<file path="config.mk">
export PLATFORM = sky130hd
export DESIGN_NAME = zero_indices_collect_flat
export DESIGN_NICKNAME = d
export VERILOG_FILES = /design/src/rtl/zero_indices_collect_pkg.sv /design/src/rtl/zero_indices_collect_if.sv /design/src/rtl/zero_indices_collect.sv /design/src/flat_wrapper.sv
export SDC_FILE = /design/constraint.sdc
export NUM_CORES = 1
export LEC_CHECK = 0
export CAP_MARGIN = 20
export CORE_ASPECT_RATIO = 1.1
export CORE_MARGIN = 2
export CORE_UTILIZATION = 50
export CTS_CLUSTER_SIZE = 28
export DETAILED_ROUTE_END_ITERATION = 7
export GPL_TIMING_DRIVEN = 0
export HOLD_SLACK_MARGIN = 0.06
export MAX_ROUTING_LAYER = met4
export PLACE_DENSITY = 0.75
export SLEW_MARGIN = 20
export SYNTH_ARGS = -nofsm -noshare
export SYNTH_HDL_FRONTEND = slang
export SYNTH_SLANG_ARGS = --single-unit
</file>
<file path="constraint.sdc">
create_clock -name clk -period 8.2 [get_ports clk]
set_clock_uncertainty 0.15 [all_clocks]
set_input_delay 1.23 -clock clk [delete_from_list [all_inputs] [get_ports clk]]
set_output_delay 1.23 -clock clk [all_outputs]
set_load 0.05 [all_outputs]
</file>
<file path="src/rtl/zero_indices_collect_pkg.sv">
// Shared types for the zero-index producer/consumer pair: default index and
// count widths plus the collector state encoding.
package zero_indices_pkg;

  localparam int unsigned ZI_W  = 128;
  localparam int unsigned ZI_IW = $clog2(ZI_W);
  localparam int unsigned ZI_CW = $clog2(ZI_W + 1);

  typedef logic [ZI_IW-1:0] index_t;
  typedef logic [ZI_CW-1:0] count_t;

  typedef enum logic [1:0] {
    IDLE    = 2'd0,
    COLLECT = 2'd1,
    HOLD    = 2'd2
  } state_e;

endpackage

</file>
<file path="src/rtl/zero_indices_collect_if.sv">
// Framed index stream in, rebuilt vector out over a valid/ready handshake.
interface zero_indices_collect_if #(
  parameter int unsigned W  = 128,
  parameter int unsigned IW = $clog2(W),
  parameter int unsigned CW = $clog2(W + 1)
);

  logic          in_start;
  logic          in_valid;
  logic [IW-1:0] in_index;
  logic          in_done;
  logic          in_busy_r;
  logic          out_valid_r;
  logic          out_ready;
  logic [W-1:0]  out_vector_r;
  logic [CW-1:0] out_count_r;
  logic          out_err_r;

  modport master (
    output in_start, in_valid, in_index, in_done, out_ready,
    input  in_busy_r, out_valid_r, out_vector_r, out_count_r, out_err_r
  );

  modport slave (
    input  in_start, in_valid, in_index, in_done, out_ready,
    output in_busy_r, out_valid_r, out_vector_r, out_count_r, out_err_r
  );

endinterface

</file>
<file path="src/rtl/zero_indices_collect.sv">
// Rebuilds a W-bit vector from an ascending stream of zero-bit indices and
// presents it, with the zero count and an ordering/range error flag.
module zero_indices_collect
  import zero_indices_pkg::*;
#(
    parameter int unsigned W  = 128,
    parameter int unsigned IW = $clog2(W),
    parameter int unsigned CW = $clog2(W + 1)
) (
    input logic clk,
    input logic rst,
    zero_indices_collect_if.slave bus
);

    localparam logic [IW:0] W_LIM = (IW + 1)'(W);

    function automatic logic [W-1:0] clr_mask(input logic [IW-1:0] idx);
        logic [W-1:0] m;
        m = '0;
        for (int unsigned i = 0; i < W; i++) begin
            m[i] = (idx == i[IW-1:0]);
        end
        return m;
    endfunction

    state_e        state_q, state_d;
    logic [W-1:0]  acc_q, acc_d;
    logic [CW-1:0] cnt_q, cnt_d;
    logic          err_q, err_d;
    logic [IW-1:0] prev_q, prev_d;
    logic          prev_valid_q, prev_valid_d;
    logic          out_valid_q, out_valid_d;
    logic [W-1:0]  out_vector_q, out_vector_d;
    logic [CW-1:0] out_count_q, out_count_d;
    logic          out_err_q, out_err_d;
    logic          busy_q, busy_d;

    logic          accept;
    logic          idx_ok;
    logic [W-1:0]  acc_app;
    logic [CW-1:0] cnt_app;
    logic          err_app;

    assign accept = out_valid_q && bus.out_ready;

    always_ff @(posedge clk or posedge rst) begin
        if (rst) begin
            state_q      <= IDLE;
            acc_q        <= '1;
            cnt_q        <= '0;
            err_q        <= 1'b0;
            prev_q       <= '0;
            prev_valid_q <= 1'b0;
            out_valid_q  <= 1'b0;
            out_vector_q <= '1;
            out_count_q  <= '0;
            out_err_q    <= 1'b0;
            busy_q       <= 1'b0;
        end else begin
            state_q      <= state_d;
            acc_q        <= acc_d;
            cnt_q        <= cnt_d;
            err_q        <= err_d;
            prev_q       <= prev_d;
            prev_valid_q <= prev_valid_d;
            out_valid_q  <= out_valid_d;
            out_vector_q <= out_vector_d;
            out_count_q  <= out_count_d;
            out_err_q    <= out_err_d;
            busy_q       <= busy_d;
        end
    end

    always_comb begin
        state_d = state_q;
        case (state_q)
            IDLE:    if (bus.in_start) state_d = COLLECT;
            COLLECT: if (!bus.in_start && bus.in_done) state_d = HOLD;
            HOLD:    if (accept) state_d = bus.in_start ? COLLECT : IDLE;
            default: state_d = IDLE;
        endcase
    end

    // The index is applied first so a same-cycle in_done captures it.
    always_comb begin
        idx_ok  = ({1'b0, bus.in_index} < W_LIM)
                  && (!prev_valid_q || bus.in_index > prev_q);
        acc_app = acc_q;
        cnt_app = cnt_q;
        err_app = err_q;
        if (bus.in_valid) begin
            if (idx_ok) begin
                acc_app = acc_q & ~clr_mask(bus.in_index);
                cnt_app = cnt_q + CW'(1);
            end else begin
                err_app = 1'b1;
            end
        end
    end

    always_comb begin
        acc_d        = acc_q;
        cnt_d        = cnt_q;
        err_d        = err_q;
        prev_d       = prev_q;
        prev_valid_d = prev_valid_q;
        out_valid_d  = out_valid_q;
        out_vector_d = out_vector_q;
        out_count_d  = out_count_q;
        out_err_d    = out_err_q;

        if (bus.in_start && (state_q != HOLD || accept)) begin
            acc_d        = '1;
            cnt_d        = '0;
            err_d        = 1'b0;
            prev_valid_d = 1'b0;
        end else if (state_q == COLLECT) begin
            acc_d = acc_app;
            cnt_d = cnt_app;
            err_d = err_app;
            if (bus.in_valid && idx_ok) begin
                prev_d       = bus.in_index;
                prev_valid_d = 1'b1;
            end
            if (bus.in_done) begin
                out_valid_d  = 1'b1;
                out_vector_d = acc_app;
                out_count_d  = cnt_app;
                out_err_d    = err_app;
            end
        end

        if (state_q == HOLD && accept) out_valid_d = 1'b0;

        busy_d = (state_d != IDLE);
    end

    assign bus.in_busy_r    = busy_q;
    assign bus.out_valid_r  = out_valid_q;
    assign bus.out_vector_r = out_vector_q;
    assign bus.out_count_r  = out_count_q;
    assign bus.out_err_r    = out_err_q;

endmodule
</file>
<file path="src/flat_wrapper.sv">
// flat-port wrapper written by rule: the top's interface ports become plain ports
module zero_indices_collect_flat import zero_indices_pkg::*;
#(
    parameter int unsigned W  = 128,
    parameter int unsigned IW = $clog2(W),
    parameter int unsigned CW = $clog2(W + 1)
)
  (clk, rst, bus_in_start, bus_in_valid, bus_in_index, bus_in_done, bus_out_ready, bus_in_busy_r, bus_out_valid_r, bus_out_vector_r, bus_out_count_r, bus_out_err_r);
  zero_indices_collect_if #(.W(W), .IW(IW), .CW(CW)) bus_i ();
  input logic clk;
  input logic rst;
  input wire logic [$bits(bus_i.in_start)-1:0] bus_in_start;
  input wire logic [$bits(bus_i.in_valid)-1:0] bus_in_valid;
  input wire logic [$bits(bus_i.in_index)-1:0] bus_in_index;
  input wire logic [$bits(bus_i.in_done)-1:0] bus_in_done;
  input wire logic [$bits(bus_i.out_ready)-1:0] bus_out_ready;
  output wire logic [$bits(bus_i.in_busy_r)-1:0] bus_in_busy_r;
  output wire logic [$bits(bus_i.out_valid_r)-1:0] bus_out_valid_r;
  output wire logic [$bits(bus_i.out_vector_r)-1:0] bus_out_vector_r;
  output wire logic [$bits(bus_i.out_count_r)-1:0] bus_out_count_r;
  output wire logic [$bits(bus_i.out_err_r)-1:0] bus_out_err_r;
  assign bus_i.in_start = bus_in_start;
  assign bus_i.in_valid = bus_in_valid;
  assign bus_i.in_index = bus_in_index;
  assign bus_i.in_done = bus_in_done;
  assign bus_i.out_ready = bus_out_ready;
  assign bus_in_busy_r = bus_i.in_busy_r;
  assign bus_out_valid_r = bus_i.out_valid_r;
  assign bus_out_vector_r = bus_i.out_vector_r;
  assign bus_out_count_r = bus_i.out_count_r;
  assign bus_out_err_r = bus_i.out_err_r;
  zero_indices_collect #(.W(W), .IW(IW), .CW(CW)) u_core (.clk(clk), .rst(rst), .bus(bus_i));
endmodule
</file>
==> results.yml, run 1 <==
grt:
  track_usage_pct: 28.71
  grt_pass1_wl_um: 56840
  antenna_found_initial: 1
  grt_overflow: 0
  grt_max_degree: 38
  grt_pass1_vias: 10320
cts:
  clk_path_buf_depth: 3
  htreeDepth: 1
  cts_setup_buffers: 0
  cts-root-buf: "clkbuf_16"
  cts_resized: 0
  cts.sinks: 286
  cts_tree: "built"
  hold_buffers: 0
  cts_buffers: 30
  path_clk_slew_ns: 0.06
  clk_latency_ns: 0.56
cells_and_area:
  layoutNonFillerInstCount: 1713
  final.fill_count: 1895
  drive_gt1_share_pct: 25.98
  seq_area_mm2: 0.007477
  multi_input_area_mm2: 0.004431
  syn_to_final_growth_pct: 25.24
  fin_nets: 1399
hold_path:
  hold_start: "u_core.acc_q[20]$_DFFE_PP1P_"
  hp-class: "flip-flop to flip-flop"
  min_to: "u_core.acc_q[20]$_DFFE_PP1P_"
  hold_depth: 2
synthesis:
  syn-instance-count: 1187
  synth_common_cells: "256 x dfstp_2, 154 x nand2_1, 147 x o21ai_0"
  ys_warn_count: 0
  avgSynthCellArea_um2: 10.41
  ys_ff_latch: 286
  synth_top_cell_area_share_pct: 54.41
  ys_types: 42
  syn_area_mm2: 0.01236
  synth_top_area_cell: "dfstp_2"
  ys_top_cells_by_area: "dfstp_2 54%, dfrtp_1 6.1%, o21ai_0 6.0%, mux2i_1 5.3%, nand2_1 4.7%"
  synth_nets: 1208
  synth-edff-count: 0
  synthArstFlopShare_pct: 100.0
  synth_seq_area_share_pct: 60.49
  synth_ff_type: "dfstp_2"
  synthMostInstantiatedCell: "dfstp_2"
critical_path:
  cp-end-kind: "flip-flop"
  reg2reg_depth: 9
  critPathKind: "primary input to flip-flop"
  worstPathRequired_ns: 8.53
  r2r_end: "u_core.bus.out_vector_r[16]$_DFFE_PP1P_"
  start_kind: "primary input"
  crit_path_max_fanout: 10
  reg2reg_from: "u_core.prev_q[6]$_DFFE_PP0P_"
  arrival_ns: 4.15
  r2r_slack_ns: 5.24
route:
  vias: 10060
  drt-vias-per-instance: 5.873
  wire_per_inst_um: 20.98
  totalWireLength_um: 35940
  drt_iter0_markers: 846
  route.detailed.drc: 0
  ant_nets: 0
  dr.pass1.iters: 7
timing:
  layout_setup_ws_ns: 4.381
  worst_hold_slack_ns: 0.3225
  post-route-min-period_ns: 3.819
  grt_setup_unrepaired: "false"
  tns_ns: 0
  worst_pin_slew_ns: 0.7990
  final_hold_viol_count: 0
  fin_crit_sh_pct: 46.57
  fmax_mhz: 261.9
  relSlewSlack_pct: 46.74
  setup_viol: 0
  slew_violations: 0
floorplanning:
  die_w_um: 153.9
  rows: 60
  start_util_pct: 50.67
  die_h_um: 168.9
  coreArea_mm2: 0.02440
  ioPinCount: 152
  die_area_mm2: 0.02600
run_status:
  status: "finished, final reports clean"
pwr:
  power_leakage_nw: 6.077
  powerDensity_mw_per_mm2: 273.4
  vdd_ir_drop_max_mv: 0.1576
place:
  routabilityCongestion: 0.8738
  dp_hpwl_um: 25290
  port-buffer-count: 150
  placed_cells: 1656
  dpl_worst_slack_ns: 3.878
run:
  drv_cap: 0
[worst max path at each step]
stage               startpoint                                      end  slack [ns]
2_1_floorplan              rst           u_core.bus.in_busy_r$_DFF_PP0_        3.24
6_report       bus_in_index[6]  u_core.bus.out_vector_r[16]$_DFFE_PP1P_        4.38
3_3_place_gp               rst             u_core.prev_q[2]$_DFFE_PP0P_        1.30
5_1_grt        bus_in_index[6]   u_core.bus.out_vector_r[8]$_DFFE_PP1P_        4.23
4_1_cts        bus_in_index[6]  u_core.bus.out_vector_r[16]$_DFFE_PP1P_        4.45
3_5_place_dp   bus_in_index[6]  u_core.bus.out_vector_r[21]$_DFFE_PP1P_        3.88
[cell type report]
cell class	instances	share of cell area (%)
Sequential cell	286	48.29
Multi-Input combinational cell	792	28.62
Timing Repair Buffer	159	10.91
Clock buffer	39	5.528
Buffer	93	2.546
Tap cell	310	2.505
Clock inverter	16	1.156
Inverter	16	0.4122
Antenna cell	2	0.03233
[report_power, final]
| group | internal (mW) | switching (mW) |
|---|---|---|
| sequential | 1.64 | 0.0890 |
| clock | 0.831 | 0.574 |
| combinational | 0.330 | 0.772 |
| total | 2.80 | 1.43 |
[metrics by stage]
stage	utilization, %	cell area (um^2)	total power [mW]
floorplan	-	12370	2.473
global placement	58.43	14250	2.810
detailed placement	59.19	14440	2.845
CTS	63.44	15480	4.254
global route	63.45	15480	4.394
finish	63.46	15480	4.233
[registers in the layout, indices dropped and copies added (netlist names)]
name,flops
u_core.bus.out_valid_r,1
u_core.bus.out_count_r,8
u_core.err_q,1
u_core.state_q,2
u_core.prev_valid_q,1
u_core.bus.out_err_r,1
u_core.acc_q,128
u_core.bus.out_vector_r,128
u_core.prev_q,7
u_core.bus.in_busy_r,1
u_core.cnt_q,8
[layer usage]
metal / global-route usage (%) / wire length [um]
met1: 37.32 / 15120
met2: 46.26 / 17020
met3: 4.992 / 2728
met4: 9.386 / 1068
met5: - / 0
[cell usage in the layout (no fill, tap or decap), drive strengths merged, types with 5 or more instances in the layout]
cell type and n:
mux2i 65, nor2 136, ha 8, a21oi 108
inv 16, o31ai 57, clkbuf 104, a31oi 50
nor2b 5, nand2 154, nand3 10, o21ai 152
clkinv 10, dfrtp 30, or3 5, a211oi 6
mux2 5, dfstp 256, o211ai 5, clkdlybuf4s50 150
buf 37
[kinds of logic (layout without fill, tap and decap cells)]
kind of cell	Yosys count	in the layout	synth area share [%]
AO/OA/AOI/OAI	387	387	18.55
XOR/XNOR	4	4	0.2835
adder cells (fa/ha/maj)	8	8	0.8097
buffers and inverters	109	323	3.674
flip-flops	286	286	60.49
multiplexers	70	70	5.719
other	0	2	0
AND/OR/NAND/NOR	323	323	10.48
[critical path, stage by stage]
cell	delay, ns
clkdlybuf4s50_1	0.52
ha_1	0.38
a21oi_1	0.24
o211ai_1	0.16
clkbuf_1	0.26
o211ai_1	0.63
clkbuf_1	0.36
o21ai_0	0.17
o21ai_0	0.21
No activity file was read; power rests on OpenSTA's default activity.
==> inputs of run 2 (changes only) <==
==> constraint.sdc (replaced) <==
create_clock -name clk -period 3.15 [get_ports clk]
set_clock_uncertainty 0.15 [all_clocks]
set_input_delay 0.4725 -clock clk [delete_from_list [all_inputs] [get_ports clk]]
set_output_delay 0.4725 -clock clk [all_outputs]
set_load 0.05 [all_outputs]
==> run 2 against run 1 <==
  * Register-to-register slack got worse by 5.0 ns
  * Setup slack worse by 4.2 ns
  * Sequential cell count is the same
  * Cell count up 0.12%
  * Routed wire length decreased by 0.43%
  * Sequential power grew to 2.6 times the previous value
  * Critical path depth is 1 higher
  * Design area is essentially flat
  * Combinational power grew to 2.6 times the previous value
  * Clock power rose to 2.6 times the previous value
  * Clock-buffer cell count is the same
  * Global-route usage did not move
  * Critical endpoint is now u_core.acc_q[7]$_DFFE_PP1P_
==> results.yml, run 2 (synthesized netlist as in run 1, its figures left out) <==
cts:
  htreeDepth: 1
  cts_tree: "built"
  cts.sinks: 286
  path_clk_slew_ns: 0.06
  clk_path_buf_depth: 3
  clk_latency_ns: 0.56
  cts-root-buf: "clkbuf_16"
  cts_buffers: 30
  hold_buffers: 0
cells_and_area:
  final_common_cell: "dfstp_2"
  layout_common_cells: "256 x dfstp_2, 154 x nand2_1, 150 x clkdlybuf4s50_1"
  fin_nets: 1401
  drive_gt1_share_pct: 26.09
  layoutNonFillerInstCount: 1715
  syn_to_final_growth_pct: 25.36
  final.fill_count: 1896
place:
  placed_cells: 1656
  port-buffer-count: 150
  routabilityCongestion: 0.8738
  dp_hpwl_um: 25290
timing:
  setup_viol: 0
  slew_violations: 0
  grt_setup_unrepaired: "false"
  post-route-min-period_ns: 2.984
  fin_crit_sh_pct: 94.74
  fmax_mhz: 335.1
  worst_pin_slew_ns: 0.8359
  final_hold_viol_count: 0
  relSlewSlack_pct: 44.28
  tns_ns: 0
  worst_hold_slack_ns: 0.2393
route:
  dr.pass1.iters: 5
  totalWireLength_um: 35780
  ant_nets: 0
  wire_per_inst_um: 20.86
  drt-vias-per-instance: 5.858
  drt_iter0_markers: 933
  vias: 10050
  route.detailed.drc: 0
grt:
  grt_pass1_wl_um: 56840
  track_usage_pct: 28.71
  grt_overflow: 0
  antenna_found_initial: 1
  grt_max_degree: 38
  grt_pass1_vias: 10320
critical_path:
  worstPathRequired_ns: 3.46
  start_kind: "primary input"
  crit_path_max_fanout: 10
  critPathKind: "primary input to flip-flop"
  cp-end-kind: "flip-flop"
  arrival_ns: 3.29
pwr:
  powerDensity_mw_per_mm2: 710.8
  power_leakage_nw: 6.085
  power_mw: 11.01
  vdd_ir_drop_max_mv: 0.4114
run_status:
  status: "finished, final reports clean"
floorplanning:
  coreArea_mm2: 0.02440
  start_util_pct: 50.67
  die_h_um: 168.9
  die_w_um: 153.9
  ioPinCount: 152
  rows: 60
  die_area_mm2: 0.02600
run:
  drv_cap: 0
hold_path:
  hp-class: "primary input to flip-flop"
## run 2: cell count changes in the layout (fill, tap and decap cells not counted)
cell   change
buf_4      +2
## run 2: path summary, 6_finish.rpt
check	slack (ns)	depth (start not counted)	startpoint	end
setup / recovery	0.17	10	bus_in_index[6]	u_core.acc_q[7]$_DFFE_PP1P_
hold / removal	0.24	3	bus_in_index[0]	u_core.prev_q[0]$_DFFE_PP0P_
setup reg to reg	0.28	10	u_core.prev_q[6]$_DFFE_PP0P_	u_core.acc_q[7]$_DFFE_PP1P_
hold reg to reg	0.32	2	u_core.acc_q[22]$_DFFE_PP1P_	u_core.acc_q[22]$_DFFE_PP1P_
max in group asynchronous	1.26	6	rst	u_core.bus.out_vector_r[125]$_DFFE_PP1P_
min in group asynchronous	0.57	2	rst	u_core.bus.out_vector_r[22]$_DFFE_PP1P_
## run 2: stage by stage
step                util, %  area, um^2  setup slack [ns]
CTS                   63.44       15480            0.1609
finish                63.52       15500            0.1657
global route          63.51       15490           0.06178
floorplan                 -       12370            -1.055
detailed placement    59.19       14440           -0.4148
global placement      58.43       14250            -2.991
## run 2: repair_timing
action                                  4_1_cts  5_1_grt
endpoints found under the hold margin         0        0
buffers inserted                              0        2
gates resized for setup                       0        0
endpoints found under the setup margin        0        8
## run 2: where the power goes
part           leakage (nW)  internal (mW)  switching [mW]
logic                  2.50          0.861            2.01
clock network         0.511           2.16            1.49
registers              3.07           4.26           0.232
## run 2: critical path, cell delays in order
cell and delay [ns]:
clkdlybuf4s50_1 0.52, ha_1 0.38, and4_1 0.19, buf_2 0.19
a21boi_4 0.27, buf_6 0.17, o2111ai_2 0.32, clkbuf_1 0.34
o31ai_1 0.33, nand2_1 0.11
## run 2: cell type report
class	instances	area, um^2	area share, %
timing repair buffer	161	1704	11.00
clock inverter	16	178.9	1.155
tap	310	387.9	2.503
multi-input combinational	792	4431	28.59
antenna	2	5.005	0.03229
sequential	286	7477	48.25
inverter	16	63.81	0.4118
clock buffer	39	855.8	5.522
buffer	93	394.1	2.543
## run 2: routing by layer
metal,GRT usage (%),routed length [um]
met1,37.32,15060
met2,46.26,16990
met3,4.992,2647
met4,9.386,1079
met5,-,0
